## src/rtl/mtp_access_arb.sv

```systemverilog
// mtp_access_arb: shares the single MTP access port between INIT, CMD_PARSE and OCU.
// Pulse requests are latched per requester and granted one at a time by fixed priority
// (INIT > PAR > OCU). Read data and done pulses come back tagged with the requester ID.
// Optional feature macro: MTP_ARB_TIMEOUT_EN adds a WAIT-state watchdog that reports
// acc_err after TMO_CYC cycles without mem_ack.

module mtp_access_arb #(
    parameter int unsigned ADDR_W  = 5,
    parameter int unsigned DATA_W  = 16,
    parameter int unsigned TMO_CYC = 63
) (
    input  logic              DOUB_BLF,
    input  logic              rst_n,
    input  logic              new_cmd,
    input  logic              init_rd_pulse,
    input  logic [ADDR_W-1:0] init_pointer,
    input  logic              par_rd_pulse,
    input  logic [ADDR_W-1:0] par_pointer,
    input  logic              ocu_rd_pulse,
    input  logic              ocu_wr_pulse,
    input  logic [ADDR_W-1:0] ocu_pointer,
    input  logic [DATA_W-1:0] ocu_wdata,
    input  logic              mem_ack,
    input  logic [DATA_W-1:0] mem_rdata,
    output logic              mem_req,
    output logic              mem_we,
    output logic [ADDR_W-1:0] mem_addr,
    output logic [DATA_W-1:0] mem_wdata,
    output logic [DATA_W-1:0] mtp_data,
    output logic              rd_done,
    output logic              wr_done,
    output logic [1:0]        done_src,
    output logic              busy,
    output logic              acc_err
);

    localparam logic [1:0] ST_IDLE  = 2'd0;
    localparam logic [1:0] ST_ISSUE = 2'd1;
    localparam logic [1:0] ST_WAIT  = 2'd2;
    localparam logic [1:0] ST_DONE  = 2'd3;

    localparam logic [1:0] SRC_NONE = 2'b00;
    localparam logic [1:0] SRC_INIT = 2'b01;
    localparam logic [1:0] SRC_PAR  = 2'b10;
    localparam logic [1:0] SRC_OCU  = 2'b11;

    logic [1:0]        state_q, state_d;
    logic              init_pend_q, par_pend_q, ocu_pend_q;
    logic [ADDR_W-1:0] init_addr_q, par_addr_q, ocu_addr_q;
    logic              ocu_we_q;
    logic [DATA_W-1:0] ocu_wdata_q;
    logic [1:0]        gnt_q;
    logic              quiet_q;

    logic par_live, ocu_live;
    logic gnt_init, gnt_par, gnt_ocu, any_gnt;
    logic flush_active, quiet_now;
    logic tmo_hit;

    // new_cmd flushes PAR/OCU pending in the same cycle, so they may not win arbitration
    assign par_live = par_pend_q & ~new_cmd;
    assign ocu_live = ocu_pend_q & ~new_cmd;

    assign gnt_init = (state_q == ST_IDLE) & init_pend_q;
    assign gnt_par  = (state_q == ST_IDLE) & ~init_pend_q & par_live;
    assign gnt_ocu  = (state_q == ST_IDLE) & ~init_pend_q & ~par_live & ocu_live;
    assign any_gnt  = gnt_init | gnt_par | gnt_ocu;

    // An in-flight PAR/OCU access finishes on the MTP but its completion is not reported
    assign flush_active = new_cmd & (state_q != ST_IDLE) & (gnt_q != SRC_INIT);
    assign quiet_now    = quiet_q | flush_active;

    assign busy = (state_q != ST_IDLE);

    // Pending request latches; a new pulse wins over a same-cycle clear
    always_ff @(posedge DOUB_BLF or negedge rst_n) begin
        if (!rst_n) begin
            init_pend_q <= 1'b0;
            par_pend_q  <= 1'b0;
            ocu_pend_q  <= 1'b0;
            init_addr_q <= '0;
            par_addr_q  <= '0;
            ocu_addr_q  <= '0;
            ocu_we_q    <= 1'b0;
            ocu_wdata_q <= '0;
        end else begin
            init_pend_q <= init_rd_pulse | (init_pend_q & ~gnt_init);
            par_pend_q  <= par_rd_pulse | (par_pend_q & ~gnt_par & ~new_cmd);
            ocu_pend_q  <= ocu_rd_pulse | ocu_wr_pulse | (ocu_pend_q & ~gnt_ocu & ~new_cmd);
            if (init_rd_pulse) begin
                init_addr_q <= init_pointer;
            end
            if (par_rd_pulse) begin
                par_addr_q <= par_pointer;
            end
            // Simultaneous OCU read and write: keep the write
            if (ocu_wr_pulse) begin
                ocu_addr_q  <= ocu_pointer;
                ocu_we_q    <= 1'b1;
                ocu_wdata_q <= ocu_wdata;
            end else if (ocu_rd_pulse) begin
                ocu_addr_q <= ocu_pointer;
                ocu_we_q   <= 1'b0;
            end
        end
    end

    // Access sequencing: IDLE -> ISSUE -> WAIT -> DONE -> IDLE
    always_comb begin
        state_d = state_q;
        case (state_q)
            ST_IDLE:  if (any_gnt) state_d = ST_ISSUE;
            ST_ISSUE: state_d = ST_WAIT;
            ST_WAIT:  if (mem_ack || tmo_hit) state_d = ST_DONE;
            ST_DONE:  state_d = ST_IDLE;
            default:  state_d = ST_IDLE;
        endcase
    end

    // State register
    always_ff @(posedge DOUB_BLF or negedge rst_n) begin
        if (!rst_n) begin
            state_q <= ST_IDLE;
        end else begin
            state_q <= state_d;
        end
    end

    // Grant latch, memory-side outputs, read data and done pulses
    always_ff @(posedge DOUB_BLF or negedge rst_n) begin
        if (!rst_n) begin
            gnt_q     <= SRC_NONE;
            quiet_q   <= 1'b0;
            mem_req   <= 1'b0;
            mem_we    <= 1'b0;
            mem_addr  <= '0;
            mem_wdata <= '0;
            mtp_data  <= '0;
            rd_done   <= 1'b0;
            wr_done   <= 1'b0;
            done_src  <= SRC_NONE;
        end else begin
            mem_req  <= (state_q == ST_ISSUE);
            rd_done  <= 1'b0;
            wr_done  <= 1'b0;
            done_src <= SRC_NONE;

            if (any_gnt) begin
                gnt_q     <= gnt_init ? SRC_INIT : (gnt_par ? SRC_PAR : SRC_OCU);
                mem_addr  <= gnt_init ? init_addr_q : (gnt_par ? par_addr_q : ocu_addr_q);
                mem_we    <= gnt_ocu & ocu_we_q;
                mem_wdata <= (gnt_ocu && ocu_we_q) ? ocu_wdata_q : '0;
                quiet_q   <= 1'b0;
            end else if (flush_active) begin
                quiet_q <= 1'b1;
            end

            if ((state_q == ST_WAIT) && !mem_we) begin
                if (mem_ack) begin
                    mtp_data <= mem_rdata;
                end else if (tmo_hit) begin
                    mtp_data <= '1;
                end
            end

            if ((state_q == ST_DONE) && !quiet_now) begin
                rd_done  <= ~mem_we;
                wr_done  <= mem_we;
                done_src <= gnt_q;
            end
        end
    end

`ifdef MTP_ARB_TIMEOUT_EN
    localparam int unsigned TMO_W = $clog2(TMO_CYC + 1);
    localparam logic [TMO_W-1:0] TMO_LAST = TMO_W'(TMO_CYC - 1);

    logic [TMO_W-1:0] tmo_cnt_q;
    logic             tmo_q;

    // mem_ack in the last allowed WAIT cycle still counts as a normal completion
    assign tmo_hit = (state_q == ST_WAIT) & ~mem_ack & (tmo_cnt_q == TMO_LAST);

    // WAIT-state watchdog and error pulse
    always_ff @(posedge DOUB_BLF or negedge rst_n) begin
        if (!rst_n) begin
            tmo_cnt_q <= '0;
            tmo_q     <= 1'b0;
            acc_err   <= 1'b0;
        end else begin
            acc_err <= 1'b0;
            if (state_q == ST_ISSUE) begin
                tmo_cnt_q <= '0;
                tmo_q     <= 1'b0;
            end else if ((state_q == ST_WAIT) && !mem_ack) begin
                if (tmo_hit) begin
                    tmo_q <= 1'b1;
                end else begin
                    tmo_cnt_q <= tmo_cnt_q + 1'b1;
                end
            end
            if (state_q == ST_DONE) begin
                acc_err <= tmo_q & ~quiet_now;
            end
        end
    end
`else
    assign tmo_hit = 1'b0;
    assign acc_err = 1'b0;
`endif

endmodule

```

## config.mk

```make
export PLATFORM = sky130hd
export DESIGN_NAME = mtp_access_arb
export DESIGN_NICKNAME = d
export VERILOG_FILES = /design/src/rtl/mtp_access_arb.sv
export SDC_FILE = /design/constraint.sdc
export NUM_CORES = 1
export LEC_CHECK = 0
export CAP_MARGIN = 20
export CORE_ASPECT_RATIO = 0.8
export CORE_MARGIN = 4
export CORE_UTILIZATION = 47
export DETAILED_ROUTE_END_ITERATION = 10
export GPL_ROUTABILITY_DRIVEN = 0
export GPL_TIMING_DRIVEN = 0
export PLACE_DENSITY = 0.8
export SLEW_MARGIN = 20
export SYNTH_ARGS = -nofsm -noshare
export SYNTH_HDL_FRONTEND = slang
export SYNTH_SLANG_ARGS = --single-unit
```

## constraint.sdc

```tcl
create_clock -name DOUB_BLF -period 2.3 [get_ports DOUB_BLF]
set_input_delay 0.69 -clock DOUB_BLF [delete_from_list [all_inputs] [get_ports DOUB_BLF]]
set_output_delay 0.69 -clock DOUB_BLF [all_outputs]
set_load 0.01 [all_outputs]
```

==> reports/summary.txt <==
Slew Viols, Final -> 0
Post-route setup slack -> 72.8 ps
Ant. Diodes -> 0
Core area -> 6890 um2
Die area -> 8490 um2
Root Driver -> clkbuf_8
DR vias -> 2,224
Hold_ws -> 296 ps
Endpoints failing setup -> 0
Rel. slew slack -> 0.642
Post-Place Cells -> 410
Most used DFF post-synth -> dfrtp_1
Status -> completed
CTS Sinks -> 83
Clk buf depth -> 2
PwrDens -> 1030 nW/um2
Htree depth -> 3
Vias per inst -> 5.22
Pin count of the biggest net entering global routing -> 47
Fmax -> 449 MHz
CP Cell Sequence -> inv_2 -> ha_4 -> clkbuf_8 -> inv_2 -> dlygate4sd2_1
WP data arrival -> 1540 ps
Final Cell Area -> 4680 um2
Flop-to-flop setup slack -> 350 ps
Count of cell types in the netlist -> 35
Tmin final -> 2230 ps
Fin cells -> 426
Syn_nets -> 286
DRC -> 0
Worst-path clk slew -> 80 ps
Syn Inst Count -> 227
First-pass GRT wire length -> 11.3 mm
Initial DRC Count -> 65
CTS Buf Count -> 9
Crit-path max FO -> 10
Number of port buffers -> 95
CP Class -> reg -> out
Initial DRT Pass Iterations -> 4
# nets final -> 394
Synth top area cells -> dfrtp_1 (62%), mux2_2 (16%), a22o_2 (2.4%)
Async SR Flop Fraction -> 1.00
Pleak -> 2.03 nW
Skew-Pair Late Insertion Delay -> 350 ps
Via count of the first global-routing pass -> 2,377
Crit end category -> primary output
Power Total -> 4.82 mW
Initial antenna violation count -> 0
Worst R2R Start -> state_q[0]$_DFFE_PN0P_
Final HPWL from detailed placement -> 5.10 mm
Post-synth EDFFs -> 0
MaxCap Viol Count -> 0
RSZ-0062 raised after global routing -> false
CP peak stage delay -> 410 ps
Site Rows -> 27
Area growth syn-to-layout -> 40.6%
Synth top area share -> 0.625
Post-place setup slack -> -199 ps
Synth warnings -> 0
Worst Setup Start Kind -> flop
Die width -> 102 um
Syn_area_per_cell -> 14.6 um2
Seq cells post-synth -> 83
Most common cell in the netlist -> dfrtp_1
WP data required -> 1610 ps
Worst setup startpoint -> state_q[1]$_DFFE_PN0P_
Initial Utilization -> 0.482
DRT antenna net count -> 0
Share of cells above drive strength 1 -> 0.265
Clk_skew -> 7.48 ps
Worst ir drop on vdd -> 0.000491 V
Crit-path slowest cell -> dfrtp_1
GRT Residual Overflow -> 0
Post-Syn Area -> 3320 um2
Die height -> 83.2 um
Actual slew at the worst max-slew pin -> 535 ps
Most instantiated cells after synthesis -> dfrtp_1 (83), mux2_2 (48), inv_1 (12)
I/O pin cnt -> 100
Global Route Usage Sum -> 0.169
Final Hold Viols -> 0
HP Class -> in -> async
Final period utilization -> 0.968
Post-synthesis sequential area ratio -> 0.625
DR WL/cell -> 16.2 um
CTS tree -> built
Yosys top cell by area -> dfrtp_1
Routed WL -> 6.88 mm
CP most frequent cell -> inv_2
Post-DP Area -> 4410 um2
## layout by cell type, fill, tap and decap left out, types with 2 or more instances in the layout
cell	Yosys	routed
a22o_2	8	8
a2111oi_0	5	5
nand2_1	2	2
clkbuf_1	7	6
a21oi_1	4	4
buf_2	2	2
buf_4	1	3
a221o_1	5	5
inv_2	0	2
a22o_1	8	8
bufinv_16	0	3
clkbuf_8	0	10
nor2b_1	3	3
dfrtp_1	83	83
o21bai_1	2	2
buf_6	3	3
clkdlybuf4s50_1	0	93
clkinvlp_4	0	2
mux2_2	48	48
and2_1	3	3
nor4bb_1	5	5
nor2_1	4	4
nand2b_1	2	2
ha_1	4	3
a21o_2	2	2
inv_1	12	10
## where the power goes
part	leakage (nW)	internal, mW	switching (mW)	total (mW)
registers	1.02	1.81	0.196	2.00
clock network	0.112	0.719	0.516	1.23
logic	0.897	0.943	0.644	1.59
total	2.03	3.47	1.36	4.82
## per-stage QoR
| stage | utilization | setup TNS [ps] |
|---|---|---|
| after floorplan | - | 0 |
| after global placement | 0.636 | -198670 |
| after detailed placement | 0.640 | -3790 |
| after CTS | 0.677 | 0 |
| after global routing | 0.678 | 0 |
| final | 0.678 | 0 |
## state kept, by name, indices dropped and copies added (netlist names)
name         count
rd_done          1
init_pend_q      1
done_src         2
mtp_data        16
mem_req          1
wr_done          1
ocu_wdata_q     16
state_q          2
mem_wdata       16
ocu_we_q         1
init_addr_q      5
ocu_pend_q       1
par_addr_q       5
mem_we           1
quiet_q          1
gnt_q            2
ocu_addr_q       5
mem_addr         5
par_pend_q       1
## critical path, delay by kind of cell (launching register included)
kind,cells,cell delay (ps)
fa+ha+maj,1,170
buf+inv,4,610
flops,1,410
## cells by family after synthesis
family / synth area share
AOI/OAI and AO/OA: 0.109
adders and majority gates: 0.0151
buffers and inverters: 0.0369
DFF: 0.625
muxes: 0.163
other: 0.00113
and+or+nand+nor: 0.0508
## path summary, 6_finish.rpt
kind / to / depth (start not counted)
min: mtp_data[1]$_DFFE_PN0P_ / 1
min in group DOUB_BLF: mem_wdata[14]$_DFFE_PN0P_ / 1
max reg2reg: mem_wdata[7]$_DFFE_PN0P_ / 7
max: busy / 5
max in group asynchronous: ocu_addr_q[3]$_DFFE_PN0P_ / 2
min reg2reg: mem_wdata[14]$_DFFE_PN0P_ / 1
## metal layers
layer  GRT usage  part of all wire  vias to the layer above
met5           0                 0                        -
met4      0.0358            0.0080                        0
met3      0.0655             0.089                        8
met2       0.260              0.44                       85
met1       0.227              0.46                     1105
li1            -                 -                     1026
## area by class of cell
class | count | area, um2
Clock buffer | 9 | 124
Inverter | 12 | 45.0
Tap cell | 87 | 109
Clock inverter | 6 | 114
Timing Repair Buffer | 97 | 982
Buffer | 13 | 87.6
Fill cell | 507 | 2220
Multi-Input combinational cell | 119 | 1140
Sequential cell | 83 | 2080
## timing repair
item | 4_1_cts | 5_1_grt
hold buffers | 0 | 0
pin swaps | 0 | 0
setup endpoints to repair | 1 | 1
setup buffers | 1 | 0
resized for setup | 6 | 2
Note: power is estimated with default switching activity, not from simulation.
